$ cat src/rtl/rotary_accel.sv
// -----------------------------------------------------------------------------
// rotary_accel
//
// Turns the single-cycle detent strobes from a rotary decoder into a bounded,
// saturating setting value. The step applied per detent grows with turn speed:
// consecutive detents in the same direction that arrive quickly use FAST_STEP,
// moderately spaced ones use MED_STEP, and anything else (idle, reversal,
// first detent after reset or load) moves by 1.
//
// Handshake: there is no back-pressure. rot_cw, rot_ccw and load are
// single-cycle strobes sampled on every posedge clk. A detent is accepted when
// exactly one of rot_cw/rot_ccw is high and load is low. load wins over any
// detent strobe in the same cycle. All results are registered and visible the
// cycle after the sampling edge.
//
// Ports:
//   clk        system clock
//   rst        synchronous, active-low reset
//   rot_cw     one-cycle clockwise detent strobe
//   rot_ccw    one-cycle counter-clockwise detent strobe
//   load       one-cycle request to overwrite value
//   load_val   value to load, clamped to [MIN_VAL, MAX_VAL]
//   value      current setting (registered)
//   step       step magnitude of the last accepted detent (registered)
//   changed    one-cycle pulse when value actually changed
//   at_min     value == MIN_VAL
//   at_max     value == MAX_VAL
//   dbg_state  FSM state (0 IDLE, 1 CW_RUN, 2 CCW_RUN) for observation
// -----------------------------------------------------------------------------
module rotary_accel #(
    parameter int WIDTH      = 16,
    parameter int MIN_VAL    = 0,
    parameter int MAX_VAL    = 1000,
    parameter int RESET_VAL  = 0,
    parameter int FAST_TICKS = 500000,
    parameter int MED_TICKS  = 2500000,
    parameter int FAST_STEP  = 10,
    parameter int MED_STEP   = 4
) (
    input  logic             clk,
    input  logic             rst,
    input  logic             rot_cw,
    input  logic             rot_ccw,
    input  logic             load,
    input  logic [WIDTH-1:0] load_val,
    output logic [WIDTH-1:0] value,
    output logic [WIDTH-1:0] step,
    output logic             changed,
    output logic             at_min,
    output logic             at_max,
    output logic [1:0]       dbg_state
);

    typedef enum logic [1:0] {
        IDLE    = 2'd0,
        CW_RUN  = 2'd1,
        CCW_RUN = 2'd2
    } state_e;

    // Timer only needs to reach MED_TICKS, where it saturates.
    localparam int TW = $clog2(MED_TICKS + 1);

    localparam logic [TW-1:0]    TMR_MAX  = TW'(MED_TICKS);
    localparam logic [TW-1:0]    TMR_FAST = TW'(FAST_TICKS);
    localparam logic [TW-1:0]    TMR_ONE  = TW'(1);

    localparam logic [WIDTH-1:0] MIN_V    = WIDTH'(MIN_VAL);
    localparam logic [WIDTH-1:0] MAX_V    = WIDTH'(MAX_VAL);
    localparam logic [WIDTH-1:0] RST_V    = WIDTH'(RESET_VAL);
    localparam logic [WIDTH-1:0] FAST_V   = WIDTH'(FAST_STEP);
    localparam logic [WIDTH-1:0] MED_V    = WIDTH'(MED_STEP);
    localparam logic [WIDTH-1:0] ONE_V    = WIDTH'(1);

    localparam logic [WIDTH:0]   MIN_W    = (WIDTH + 1)'(MIN_VAL);
    localparam logic [WIDTH:0]   MAX_W    = (WIDTH + 1)'(MAX_VAL);
    localparam logic [WIDTH:0]   ONE_W    = (WIDTH + 1)'(1);

    state_e           state_q, state_d;
    logic [TW-1:0]    timer_q, timer_d;
    logic [WIDTH-1:0] value_q, value_d;
    logic [WIDTH-1:0] step_q, step_d;
    logic             changed_q, changed_d;

    logic             cw_evt, ccw_evt, same_dir;
    logic [WIDTH-1:0] sel_step;
    logic [WIDTH-1:0] load_clamped;
    logic [WIDTH:0]   sum_w;
    logic [WIDTH:0]   floor_w;

    // Both strobes high together is treated as no event at all.
    assign cw_evt  = rot_cw & ~rot_ccw & ~load;
    assign ccw_evt = rot_ccw & ~rot_cw & ~load;

    assign same_dir = (cw_evt && state_q == CW_RUN) || (ccw_evt && state_q == CCW_RUN);

    // timer_q holds the number of cycles since the previous accepted detent.
    always_comb begin
        sel_step = ONE_V;
        if (same_dir && timer_q < TMR_FAST) begin
            sel_step = FAST_V;
        end else if (same_dir && timer_q < TMR_MAX) begin
            sel_step = MED_V;
        end
    end

    // Extra bit keeps the sum and the lower-bound test free of wrap-around.
    assign sum_w   = {1'b0, value_q} + {1'b0, sel_step};
    assign floor_w = MIN_W + {1'b0, sel_step};

    // "load_val + 1 <= MIN" is load_val < MIN without a degenerate compare
    // against zero when MIN_VAL is 0.
    always_comb begin
        load_clamped = load_val;
        if ({1'b0, load_val} + ONE_W <= MIN_W) begin
            load_clamped = MIN_V;
        end else if ({1'b0, load_val} > MAX_W) begin
            load_clamped = MAX_V;
        end
    end

    always_comb begin
        state_d = state_q;
        timer_d = timer_q;
        value_d = value_q;
        step_d  = step_q;

        if (load) begin
            value_d = load_clamped;
            state_d = IDLE;
            timer_d = TMR_MAX;
        end else if (cw_evt) begin
            step_d  = sel_step;
            timer_d = TMR_ONE;
            state_d = CW_RUN;
            value_d = (sum_w > MAX_W) ? MAX_V : sum_w[WIDTH-1:0];
        end else if (ccw_evt) begin
            step_d  = sel_step;
            timer_d = TMR_ONE;
            state_d = CCW_RUN;
            value_d = ({1'b0, value_q} >= floor_w) ? (value_q - sel_step) : MIN_V;
        end else begin
            if (timer_q < TMR_MAX) begin
                timer_d = timer_q + TMR_ONE;
            end
            // A run ends once the interval grows past the medium window.
            if (timer_d == TMR_MAX) begin
                state_d = IDLE;
            end
        end

        changed_d = (value_d != value_q);
    end

    always_ff @(posedge clk) begin
        if (!rst) begin
            state_q   <= IDLE;
            timer_q   <= TMR_MAX;
            value_q   <= RST_V;
            step_q    <= '0;
            changed_q <= 1'b0;
        end else begin
            state_q   <= state_d;
            timer_q   <= timer_d;
            value_q   <= value_d;
            step_q    <= step_d;
            changed_q <= changed_d;
        end
    end

    assign value     = value_q;
    assign step      = step_q;
    assign changed   = changed_q;
    assign at_min    = (value_q == MIN_V);
    assign at_max    = (value_q == MAX_V);
    assign dbg_state = state_q;

endmodule

$ cat config.mk
export PLATFORM = sky130hd
export DESIGN_NAME = rotary_accel
export DESIGN_NICKNAME = d
export VERILOG_FILES = /design/src/rtl/rotary_accel.sv
export SDC_FILE = /design/constraint.sdc
export NUM_CORES = 1
export LEC_CHECK = 0
export CAP_MARGIN = 10
export CELL_PAD_IN_SITES_DETAIL_PLACEMENT = 2
export CELL_PAD_IN_SITES_GLOBAL_PLACEMENT = 2
export CORE_MARGIN = 2
export CORE_UTILIZATION = 31
export CTS_CLUSTER_DIAMETER = 50
export DETAILED_ROUTE_END_ITERATION = 16
export PLACE_DENSITY = 0.77
export SYNTH_ARGS = -nofsm -noshare
export SYNTH_HDL_FRONTEND = slang
export SYNTH_SLANG_ARGS = --single-unit
$ cat constraint.sdc
create_clock -name clk -period 8 [get_ports clk]
set_input_delay 2.4 -clock clk [delete_from_list [all_inputs] [get_ports clk]]
set_output_delay 2.4 -clock clk [all_outputs]
set_load 0.02 [all_outputs]
Word-level counts from Yosys, hierarchy flattened:

Cells that the tools add are included.

* memories kept: 0
* input bits: 21
* bits in latches: 0
* ROM bits: 0
* register bits: 57
* output and inout bits: 37
* memory bits (writable): 0
* logic and storage cells: 63

* shift-type cells: 0
* reductions and logical operators: 13
* bitwise gates (word level): 8
* $lt $le $gt $ge: 6
* divide/modulo/power cells: 0
* multiplexer cells: 20
* add/subtract/negate cells: 4
* eq/ne operators: 5
* $mul: 0

Operators with widths (number)
* $mux 16: 9
* $mux 22: 6
* $add 22x1->22 const B: 1
* $eq 22x22->1 const B: 1
* $lt 22x19->1 const B: 1
* $lt 22x22->1 const B: 1
* $add 16x1->17 const B: 1
* $add 16x16->17: 1
* $gt 17x10->1 const B: 1
* $le 17x1->1 const B: 1
* $eq 16x10->1 const B: 1
* $ge 16x16->1: 1
* $gt 16x10->1 const B: 1
* $logic_not 16->1: 1
* $ne 16x16->1: 1
* $sub 16x16->16: 1
* $and 1x1->1: 4
* $logic_and 1x1->1: 4
* $mux 2: 2
* $mux 4: 1
* $not 1->1: 4
* $reduce_bool 2->1: 2
* $reduce_or 4->1: 1
* $mux 3: 1
* 8 further kinds: 8

Depth between registers and ports, before layout:

Gate-level depths: netlist of the first run.

* depth in word-level cells: 14
* mapped depth: 22

Worst setup path before layout of the first run:

OpenSTA, ideal clock, no wires.

* kind: in2reg
* start: input port rot_ccw
* end: register changed_q, in the netlist changed
* setup time: 138 ps
* stages: 21
* data arrival time: 6451 ps
* setup slack: 1411 ps
* cells stage by stage: clkbuf_1 nand2b_1 nor2_1 nand2_1 nor2_1 a21oi_1 nor3_1 o21ai_0 nand2b_1 ha_1 buf_4 or2_2 a21o_1 buf_2 o31a_1 nor4_1 o211a_1 and4_1 mux2_2 nor4_2 a41oi_1

* word-level cells in the longest chain between the ends: 14
* elaborated cells on any way between the ends: 22
* those cells by class: add/sub (2); order compare (2); eq/ne (1); mux (7); bitwise (5); reduce/logical (5)

Ends and longest elaborated chain
* from (decl): RTL line 43 `input logic rot_ccw,`
* $not 1->1: RTL line 91 `assign cw_evt = rot_cw & ~rot_ccw & ~load;`
* $and 1x1->1 (2 in a row): RTL line 91
* $logic_and 1x1->1: RTL line 94 `assign same_dir = (cw_evt && state_q == CW_RUN) || (ccw_evt && state_q == CCW_RUN);`
* $logic_or 1x1->1: RTL line 94
* $logic_and 1x1->1: RTL line 101 `end else if (same_dir && timer_q < TMR_MAX) begin`
* $mux 3: RTL line 101
* $mux 4: RTL line 99 `if (same_dir && timer_q < TMR_FAST) begin`
* $add 16x16->17 (tied with other cells): RTL line 107 `assign sum_w = {1'b0, value_q} + {1'b0, sel_step};`
* $gt 17x10->1 or $mux 16 (tied branches): RTL line 135, 140
* $mux 16 (on tied branches): RTL line 135, 136
* $mux 16 *: RTL line 131 `end else if (cw_evt) begin`
* $mux 16 *: RTL line 127 `if (load) begin`
* $ne 16x16->1 *: RTL line 151 `changed_d = (value_d != value_q);`
* to (signal assigned): RTL line 166 `changed_q <= changed_d;`
* to (decl): RTL line 82 `logic changed_q, changed_d;`

Mark *: on every way between the ends. The rest lies on a longest branch, timed or not.
A chain may end at the register's enable or synchronous reset.

Worst setup path after layout of the first run:

* start: input port rot_cw
* end: register changed_q, in the netlist changed

* word-level cells in the longest chain between the ends: 14
* elaborated cells on any way between the ends: 22
* those cells by class: add/sub (2); order compare (2); eq/ne (1); mux (7); bitwise (5); reduce/logical (5)

Ends and longest elaborated chain
* from (decl): RTL line 42 `input logic rot_cw,`
* $not 1->1: RTL line 92 `assign ccw_evt = rot_ccw & ~rot_cw & ~load;`
* $and 1x1->1 (2 in a row): RTL line 92
* $logic_and 1x1->1: RTL line 94
* $logic_or 1x1->1 *: RTL line 94
* $logic_and 1x1->1: RTL line 101
* $mux 3: RTL line 101
* $mux 4 *: RTL line 99
* named net floor_w[0]: RTL line 88 `logic [WIDTH:0] floor_w;`
* $add 16x16->17 (tied with other cells): RTL line 107
* $gt 17x10->1 or $mux 16 (tied branches): RTL line 135, 140
* $mux 16 (on tied branches): RTL line 135, 136
* $mux 16 *: RTL line 131
* $mux 16 *: RTL line 127
* $ne 16x16->1 *: RTL line 151

Mark *: on every way through the listed nets, which the timed path passes. The rest lies on a longest branch.

==> impl_metrics.prom, run 1 <==
# TYPE chip_impl_metric gauge
chip_impl_info{name="worstSetupStartpointType",value="input pin"} 1
chip_impl_metric{name="grt_antenna_before_repair",unit=""} 0
chip_impl_metric{name="timing.max_slew.rel_slack",unit="%"} 35.9
chip_impl_info{name="rsz_0062_raised_after_global_routing",value="false"} 1
chip_impl_info{name="ys.flop_type",value="dfxtp_1"} 1
chip_impl_metric{name="power.static_leakage",unit="nW"} 1.61
chip_impl_metric{name="power.clock.fraction",unit="%"} 37.6
chip_impl_metric{name="cts_buffers",unit=""} 5
chip_impl_metric{name="postRouteWirelength",unit="mm"} 15.5
chip_impl_info{name="run_status",value="complete, no violations"} 1
chip_impl_info{name="r2r_start",value="timer_q[19]"} 1
chip_impl_metric{name="pre_cts_slack",unit="ns"} 0.0954
chip_impl_info{name="cts_tree",value="done"} 1
chip_impl_metric{name="drt-vias-per-instance",unit=""} 5.69
chip_impl_metric{name="regArea",unit="um^2"} 881
chip_impl_metric{name="sw_frac_of_total",unit="%"} 33.1
chip_impl_metric{name="postCtsSetupRepairBufs",unit=""} 0
chip_impl_metric{name="clock_skew",unit="ns"} 0.0155
chip_impl_metric{name="initial_core_util",unit="%"} 32.1
chip_impl_metric{name="report.final.setup_viol",unit=""} 0
chip_impl_metric{name="synth.lib_cells_used.distinct",unit=""} 66
chip_impl_metric{name="first_global_vias",unit=""} 4452
chip_impl_metric{name="worst-endpoint-required",unit="ns"} 8.23
chip_impl_metric{name="timing.final.crit_share",unit="%"} 94.0
chip_impl_metric{name="antenna_violating_nets_post_route",unit=""} 0
chip_impl_metric{name="p_comb_share",unit="%"} 24.6
chip_impl_metric{name="critical_path_buf_inv_count",unit=""} 2
chip_impl_metric{name="ir_drop",unit="mV"} 0.102
chip_impl_metric{name="floorplan.core_area",unit="um^2"} 12100
chip_impl_metric{name="synthesis.instances",unit=""} 530
chip_impl_info{name="crit_family",value="simple AND/OR/NAND/NOR gates"} 1
chip_impl_metric{name="detail_route.drc_violations",unit=""} 0
chip_impl_metric{name="drive_gt1_share",unit="%"} 4.71
chip_impl_metric{name="crit_fanout",unit=""} 8
chip_impl_metric{name="port_buffers",unit=""} 45
chip_impl_info{name="setup.worst_path.end_class",value="flop"} 1
chip_impl_metric{name="die_area",unit="um^2"} 13500
chip_impl_metric{name="p_int",unit="uW"} 438
chip_impl_metric{name="syn-cell-area",unit="um^2"} 3890
chip_impl_info{name="holdCritStartpoint",value="step[2]"} 1
chip_impl_metric{name="chipHeight",unit="um"} 116
chip_impl_metric{name="fmaxAchievable",unit="MHz"} 133
chip_impl_metric{name="post_drt_wl_per_cell",unit="um"} 21.5
chip_impl_metric{name="detail_route.iter0.violations",unit=""} 208
chip_impl_metric{name="hold_buffers",unit=""} 0
chip_impl_metric{name="grt_first_pass_wirelength",unit="mm"} 25.0
chip_impl_metric{name="worstMarginPinSlew",unit="ns"} 0.958
chip_impl_metric{name="power_frac_seq",unit="%"} 37.8
chip_impl_metric{name="clk-insertion-delay-late",unit="ns"} 0.31
chip_impl_metric{name="clk_transition_reported_paths",unit="ns"} 0.07
chip_impl_metric{name="postLayoutSetupSlackWorst",unit="ns"} 0.481
chip_impl_info{name="crit_path_start",value="rot_cw"} 1
chip_impl_metric{name="power.switching",unit="uW"} 216
chip_impl_metric{name="dieWidth",unit="um"} 116
chip_impl_metric{name="synth-async-reset-ratio",unit="%"} 0
chip_impl_metric{name="clockBufferDepth",unit=""} 2
chip_impl_metric{name="synth_edf_count",unit=""} 0
chip_impl_metric{name="avgSynthCellArea",unit="um^2"} 7.34
chip_impl_info{name="worst_path_most_repeated_cell",value="nor2_1"} 1
chip_impl_metric{name="slowest_delay",unit="ns"} 0.69
chip_impl_metric{name="design.portCount",unit=""} 58
chip_impl_metric{name="vias",unit=""} 4096
chip_impl_metric{name="critical_path_arrival",unit="ns"} 7.75
chip_impl_metric{name="fillerInstances",unit=""} 1480
chip_impl_metric{name="gp_routability_congestion",unit=""} 0.952
chip_impl_metric{name="yosysSeqAreaShare",unit="%"} 22.6
chip_impl_metric{name="clock_sink_count",unit=""} 44
chip_impl_metric{name="multiInputGateArea",unit="um^2"} 2750
chip_impl_metric{name="cts_resized",unit=""} 0
chip_impl_metric{name="grt_max_degree",unit=""} 22
chip_impl_info{name="cpMaxStageDelayCell",value="or4_1"} 1
chip_impl_metric{name="drt_pass1_iterations",unit=""} 4
chip_impl_metric{name="cts-htree-levels",unit=""} 2
chip_impl_metric{name="timing_hold_violations_final",unit=""} 0
chip_impl_metric{name="final_period_minus_worst_setup_slack",unit="ns"} 7.52
chip_impl_metric{name="placement_rows",unit=""} 40
chip_impl_metric{name="maxCapViolations",unit=""} 0
chip_impl_info{name="start_to_end_type_of_the_worst_setup_path",value="input pin to flop"} 1
chip_impl_metric{name="grt_overflow",unit=""} 0
chip_impl_metric{name="place_hpwl",unit="mm"} 12.0
chip_impl_info{name="clock-root-buffer",value="clkbuf_16"} 1
chip_impl_metric{name="number_of_synthesized_register_bits",unit=""} 44
chip_impl_metric{name="final-max-slew-violation-count",unit=""} 0
chip_impl_metric{name="nNetsFinal",unit=""} 583
chip_impl_info{name="worst_hold_path_type",value="flop to flop"} 1
chip_impl_metric{name="grt_use_total",unit="%"} 24.3
chip_impl_metric{name="diodes",unit=""} 0
chip_impl_metric{name="totalNegativeSetupSlack",unit="ns"} 0
chip_impl_metric{name="synthesis_warnings",unit=""} 0
chip_impl_metric{name="area_growth",unit="%"} 16.8
chip_impl_metric{name="powerDensity",unit="nW/um^2"} 144
chip_impl_info{name="crit_chain",value="clkdlybuf4s50_1 -> inv_1 -> nor2_1 -> nand2_1 -> nor2_1 -> a21oi_1 -> or2_2 -> nand2b_1 -> ha_1 -> nor3b_1 -> o31a_1 -> o21ai_0 -> xnor2_1 -> or4_1 -> and4_1 -> a2111oi_0 -> nor4_1 -> a41oi_1"} 1
layout make-up:
cell class	instances	area share, %
clock inverter	2	0.771
clock buffer	6	2.84
timing repair buffer	49	10.6
sequential	44	19.4
tap	168	4.63
multi-input combinational	436	60.6
inverter	15	1.24
logic make-up (layout without fill, tap and decap cells):
kind of cell,count (synthesis),in the layout,synth area share [%]
buffers and inverters,61,72,7.68
other,1,12,0.0964
xor gates and xnor gates,40,40,9.00
muxes,8,8,2.25
and+or+nand+nor,237,237,31.2
DFF,44,44,22.6
AOI/OAI and AO/OA,128,128,23.2
adders and majority gates,11,11,3.92
power groups by stage:
| stage | Clock [mW] | Sequential [mW] | Combinational [mW] |
|---|---|---|---|
| 6_report | 0.246 | 0.247 | 0.161 |
| 5_1_grt | 0.261 | 0.249 | 0.174 |
| 3_3_place_gp | 0 | 0.252 | 0.154 |
| 4_1_cts | 0.255 | 0.247 | 0.159 |
| 2_1_floorplan | 0 | 0.246 | 0.105 |
| 3_5_place_dp | 0 | 0.253 | 0.157 |
path summary, 6_finish.rpt:
path         endpoint  slack (ns)  cells past startpoint
max           changed        0.48                     18
min           step[2]        0.50                      2
max reg2reg   changed        2.37                     15
min reg2reg   step[2]        0.50                      2
stage by stage:
step           instances  power (mW)  area, um^2  hold WS [ns]  utilization [%]
2_1_floorplan        541       0.351        3930         0.507                -
3_3_place_gp         712       0.405        4380         0.486             36.2
3_5_place_dp         712       0.410        4380         0.490             36.2
4_1_cts              720       0.661        4540         0.510             37.5
5_1_grt              720       0.685        4540         0.550             37.5
6_report             720       0.654        4540         0.501             37.5
synth_stat cells (all sizes together), types with 3 or more instances:
library cell / count / area share [%]
ha: 9 / 2.9
mux2i: 5 / 1.3
nand4: 8 / 1.3
o21ai: 31 / 4.0
o21a: 6 / 1.2
and3: 10 / 1.6
or3: 9 / 1.4
xor2: 18 / 4.1
a21oi: 27 / 3.5
a31oi: 6 / 0.96
inv: 14 / 1.4
o311a: 3 / 0.77
a41oi: 4 / 0.90
nor3: 9 / 1.2
or4: 4 / 0.87
o22ai: 3 / 0.48
nor2b: 4 / 0.64
a32o: 3 / 0.77
o211ai: 6 / 1.2
nand2: 41 / 4.0
nor4: 21 / 3.5
nor2: 70 / 6.8
or2: 5 / 0.80
nand2b: 14 / 2.3
mux2: 3 / 0.96
dfxtp: 44 / 23
a211oi: 7 / 1.4
a211o: 3 / 0.68
o211a: 3 / 0.77
o31a: 3 / 0.68
o31ai: 5 / 0.96
and4: 7 / 1.6
xnor2: 22 / 5.0
buf: 23 / 4.0
clkbuf: 23 / 2.2
nand3: 25 / 3.2
nor3b: 3 / 0.58
o2111ai: 3 / 0.68
worst reg2reg max path, delay by kind of cell, from the launching register on:
family	cells	cell delay, ns
AND/OR/NAND/NOR	8	3.00
AO/OA/AOI/OAI	5	1.53
adder cells (fa/ha/maj)	1	0.44
flip-flops	1	0.37
XOR/XNOR	1	0.23
cell usage in the layout, fill, tap and decap left out, types with 4 or more instances in the layout:
master,count
nor3_1,9
nor2b_1,4
xor2_1,18
o21ai_0,28
a31oi_1,6
or3_1,9
clkbuf_16,5
a21oi_1,27
o211ai_1,6
nand3_1,25
and3_1,10
o31ai_1,5
inv_1,14
nand2_1,41
o21a_1,6
a41oi_1,4
clkdlybuf4s50_1,45
or2_2,4
nand2b_1,14
xnor2_1,22
buf_4,4
conb_1,12
mux2i_1,5
ha_1,9
nor2_1,69
nand4_1,8
a211oi_1,7
and4_1,7
dfxtp_1,44
nor4_1,20
sequential cells by signal (all words and copies together) (netlist names):
signal,count
changed,1
step,3
dbg_state,2
value,16
timer_q,22
per-layer routing:
metal,global-route usage (%),wire [um],vias to the layer above
met1,33.4,7360,2042
met2,39.0,7130,87
li1,-,-,1950
met4,5.24,207,0
met3,5.44,791,17
met5,0,0,-
(Power assumes the default switching activity.)
==> run 2: changes to the inputs <==
- CORE_UTILIZATION: 31 -> 37
- DONT_BUFFER_PORTS: unset -> 1
- PLACE_DENSITY: 0.77 -> 0.78
- SLEW_MARGIN: unset -> 30
==> run 2 against run 1 <==
  * Die area down 16%
  * Cell area fell by 13%
  * Highest routed layer unchanged
  * Critical path type unchanged
  * Largest cell class unchanged
  * Critical path depth unchanged
  * Register-to-register slack improved by 0.18 ns
==> impl_metrics.prom, run 2 (synthesized netlist as in run 1, its figures left out) <==
# TYPE chip_impl_metric gauge
chip_impl_metric{name="dieWidth",unit="um"} 107
chip_impl_metric{name="hold_slack",unit="ns"} 0.587
chip_impl_metric{name="rrSetupSlack",unit="ns"} 2.55
chip_impl_metric{name="chipHeight",unit="um"} 107
chip_impl_metric{name="floorplan.core_area",unit="um^2"} 10300
chip_impl_info{name="crit_path_end",value="changed"} 1
chip_impl_metric{name="vias",unit=""} 3925
chip_impl_info{name="leading_cell_type_in_the_layout_fill_and_taps_excluded",value="nor2_1"} 1
chip_impl_info{name="clock-root-buffer",value="clkbuf_8"} 1
chip_impl_metric{name="fmaxAchievable",unit="MHz"} 145
chip_impl_metric{name="post_layout_nonfiller_instances",unit=""} 641
chip_impl_metric{name="gp_routability_congestion",unit=""} 0.861
chip_impl_metric{name="design.portCount",unit=""} 58
chip_impl_metric{name="drive_gt1_share",unit="%"} 4.95
chip_impl_metric{name="diodes",unit=""} 0
chip_impl_metric{name="grt_first_pass_wirelength",unit="mm"} 22.9
chip_impl_metric{name="finish.instance_area",unit="um^2"} 3970
chip_impl_metric{name="grt_overflow",unit=""} 0
chip_impl_metric{name="hold_buffers",unit=""} 0
chip_impl_metric{name="fillerInstances",unit=""} 1247
chip_impl_metric{name="totalNegativeSetupSlack",unit="ns"} 0
chip_impl_metric{name="place_hpwl",unit="mm"} 11.4
chip_impl_info{name="worst_hold_path_type",value="flop to flop"} 1
chip_impl_metric{name="clockBufferDepth",unit=""} 2
chip_impl_metric{name="detail_route.iter0.violations",unit=""} 224
chip_impl_metric{name="power_frac_seq",unit="%"} 47.1
chip_impl_metric{name="hold_path_depth",unit=""} 2
chip_impl_metric{name="power.static_leakage",unit="nW"} 1.40
chip_impl_metric{name="first_global_vias",unit=""} 4099
chip_impl_info{name="run_status",value="complete, no violations"} 1
chip_impl_metric{name="grt_use_total",unit="%"} 25.7
chip_impl_metric{name="powerDensity",unit="nW/um^2"} 135
chip_impl_info{name="r2r_start",value="timer_q[20]"} 1
chip_impl_metric{name="initial_core_util",unit="%"} 37.9
chip_impl_info{name="worstSetupStartpointType",value="input pin"} 1
chip_impl_metric{name="power.switching",unit="uW"} 193
chip_impl_info{name="r2r-end",value="changed"} 1
chip_impl_metric{name="final-max-slew-violation-count",unit=""} 0
chip_impl_info{name="crit_path_start",value="rot_cw"} 1
chip_impl_metric{name="sw_frac_of_total",unit="%"} 36.1
chip_impl_metric{name="final_period_minus_worst_setup_slack",unit="ns"} 6.90
chip_impl_metric{name="ir_drop",unit="mV"} 0.0663
chip_impl_metric{name="regArea",unit="um^2"} 881
chip_impl_metric{name="worstMarginPinSlew",unit="ns"} 0.879
chip_impl_metric{name="postLayoutSetupSlackWorst",unit="ns"} 1.10
chip_impl_metric{name="p_int",unit="uW"} 342
chip_impl_metric{name="clk_transition_reported_paths",unit="ns"} 0.10
chip_impl_metric{name="antenna_violating_nets_post_route",unit=""} 0
chip_impl_info{name="largest_register",value="timer_q"} 1
chip_impl_metric{name="p_comb_share",unit="%"} 23.4
chip_impl_metric{name="largest_register_ff_count",unit=""} 22
chip_impl_metric{name="detail_route.drc_violations",unit=""} 0
chip_impl_metric{name="placement_rows",unit=""} 37
chip_impl_metric{name="dpl_cell_area",unit="um^2"} 3870
chip_impl_metric{name="clock_skew",unit="ns"} 0.0131
chip_impl_metric{name="worst-endpoint-required",unit="ns"} 8.24
chip_impl_info{name="rsz_0062_raised_after_global_routing",value="false"} 1
chip_impl_metric{name="drt_pass1_iterations",unit=""} 4
chip_impl_metric{name="place.detailed.instances",unit=""} 633
chip_impl_metric{name="grt_antenna_before_repair",unit=""} 0
chip_impl_info{name="cts_tree",value="done"} 1
chip_impl_metric{name="nNetsFinal",unit=""} 536
chip_impl_metric{name="multiInputGateArea",unit="um^2"} 2750
chip_impl_metric{name="die_area",unit="um^2"} 11400
chip_impl_metric{name="clock_sink_count",unit=""} 44
chip_impl_metric{name="grt_max_degree",unit=""} 25
chip_impl_metric{name="crit_fanout",unit=""} 8
chip_impl_metric{name="maxCapViolations",unit=""} 0
chip_impl_info{name="most-common-layout-cells",value="nor2_1, dfxtp_1, nand2_1"} 1
chip_impl_metric{name="port_buffers",unit=""} 0
chip_impl_metric{name="postCtsSetupRepairBufs",unit=""} 0
chip_impl_metric{name="postRouteWirelength",unit="mm"} 14.3
chip_impl_metric{name="timing_hold_violations_final",unit=""} 0
chip_impl_info{name="setup.worst_path.end_class",value="flop"} 1
chip_impl_metric{name="worstRegToRegCells",unit=""} 15
chip_impl_metric{name="timing.max_slew.rel_slack",unit="%"} 40.9
chip_impl_metric{name="power.clock.fraction",unit="%"} 29.4
chip_impl_metric{name="post_drt_wl_per_cell",unit="um"} 22.3
chip_impl_metric{name="area_growth",unit="%"} 1.96
chip_impl_metric{name="cts_buffers",unit=""} 5
chip_impl_metric{name="clk-insertion-delay-late",unit="ns"} 0.31
chip_impl_metric{name="cts-htree-levels",unit=""} 2
chip_impl_metric{name="report.final.setup_viol",unit=""} 0
chip_impl_metric{name="cts_resized",unit=""} 0
chip_impl_metric{name="timing.final.crit_share",unit="%"} 86.2
chip_impl_info{name="start_to_end_type_of_the_worst_setup_path",value="input pin to flop"} 1
chip_impl_metric{name="drt-vias-per-instance",unit=""} 6.12
chip_impl_metric{name="critical_path_arrival",unit="ns"} 7.13
chip_impl_metric{name="pre_cts_slack",unit="ns"} 0.793
==> run 2: changes by cell type in the layout (fill, tap and decap cells not counted), sizes merged <==
cell	previous run	this run
clkinv	2	3
buf	4	2
bufinv	1	0
clkdlybuf4s50	45	0
==> run 2: final cells by class <==
type,instances,share of cell area [%]
Multi-Input combinational cell,436,69.4
Sequential cell,44,22.2
Tap cell,136,4.29
Clock buffer,6,2.08
Inverter,15,1.42
Timing Repair Buffer,2,0.378
Clock inverter,2,0.252
==> run 2: worst min-delay path by stage <==
stage	start	end	slack, ns
after floorplan	timer_q[20]	timer_q[20]	0.51
after global placement	timer_q[1]	timer_q[1]	0.56
after detailed placement	step[2]	step[2]	0.57
after CTS	step[2]	step[2]	0.59
after global routing	timer_q[4]	timer_q[4]	0.63
final	step[2]	step[2]	0.59
==> run 2: power groups by stage <==
| stage | Sequential (mW) | Combinational (mW) | Clock (mW) |
|---|---|---|---|
| after floorplan | 0.246 | 0.105 | 0 |
| after CTS | 0.252 | 0.125 | 0.160 |
| final | 0.252 | 0.125 | 0.157 |
| after detailed placement | 0.257 | 0.124 | 0 |
| after global routing | 0.254 | 0.138 | 0.171 |
| after global placement | 0.256 | 0.122 | 0 |
==> run 2: through the flow <==
| stage | util (%) | power [mW] |
|---|---|---|
| floorplan | - | 0.351 |
| global route | 38.6 | 0.563 |
| CTS | 38.6 | 0.537 |
| detailed placement | 37.7 | 0.382 |
| finish | 38.6 | 0.534 |
| global placement | 37.7 | 0.379 |
==> run 2: routing by layer <==
layer | GRT usage [%] | share of wire [%] | wire, um
met2 | 44.4 | 49 | 6950
met1 | 33.4 | 45 | 6400
met3 | 4.84 | 5.1 | 730
met5 | 0 | 0 | 0
met4 | 5.10 | 1.3 | 182
==> run 2: worst max-delay path: stages <==
cell,delay [ns]
inv_1,0.06
nor2_1,0.31
nand2_1,0.30
nor2_1,0.17
a21oi_1,0.10
nor3_1,0.15
o21ai_0,0.31
nand2b_1,0.26
ha_1,0.35
nor3b_1,0.30
o31a_1,0.32
o21ai_0,0.18
xnor2_1,0.21
or4_1,0.66
and4_1,0.32
a2111oi_0,0.44
nor4_1,0.09
a41oi_1,0.21
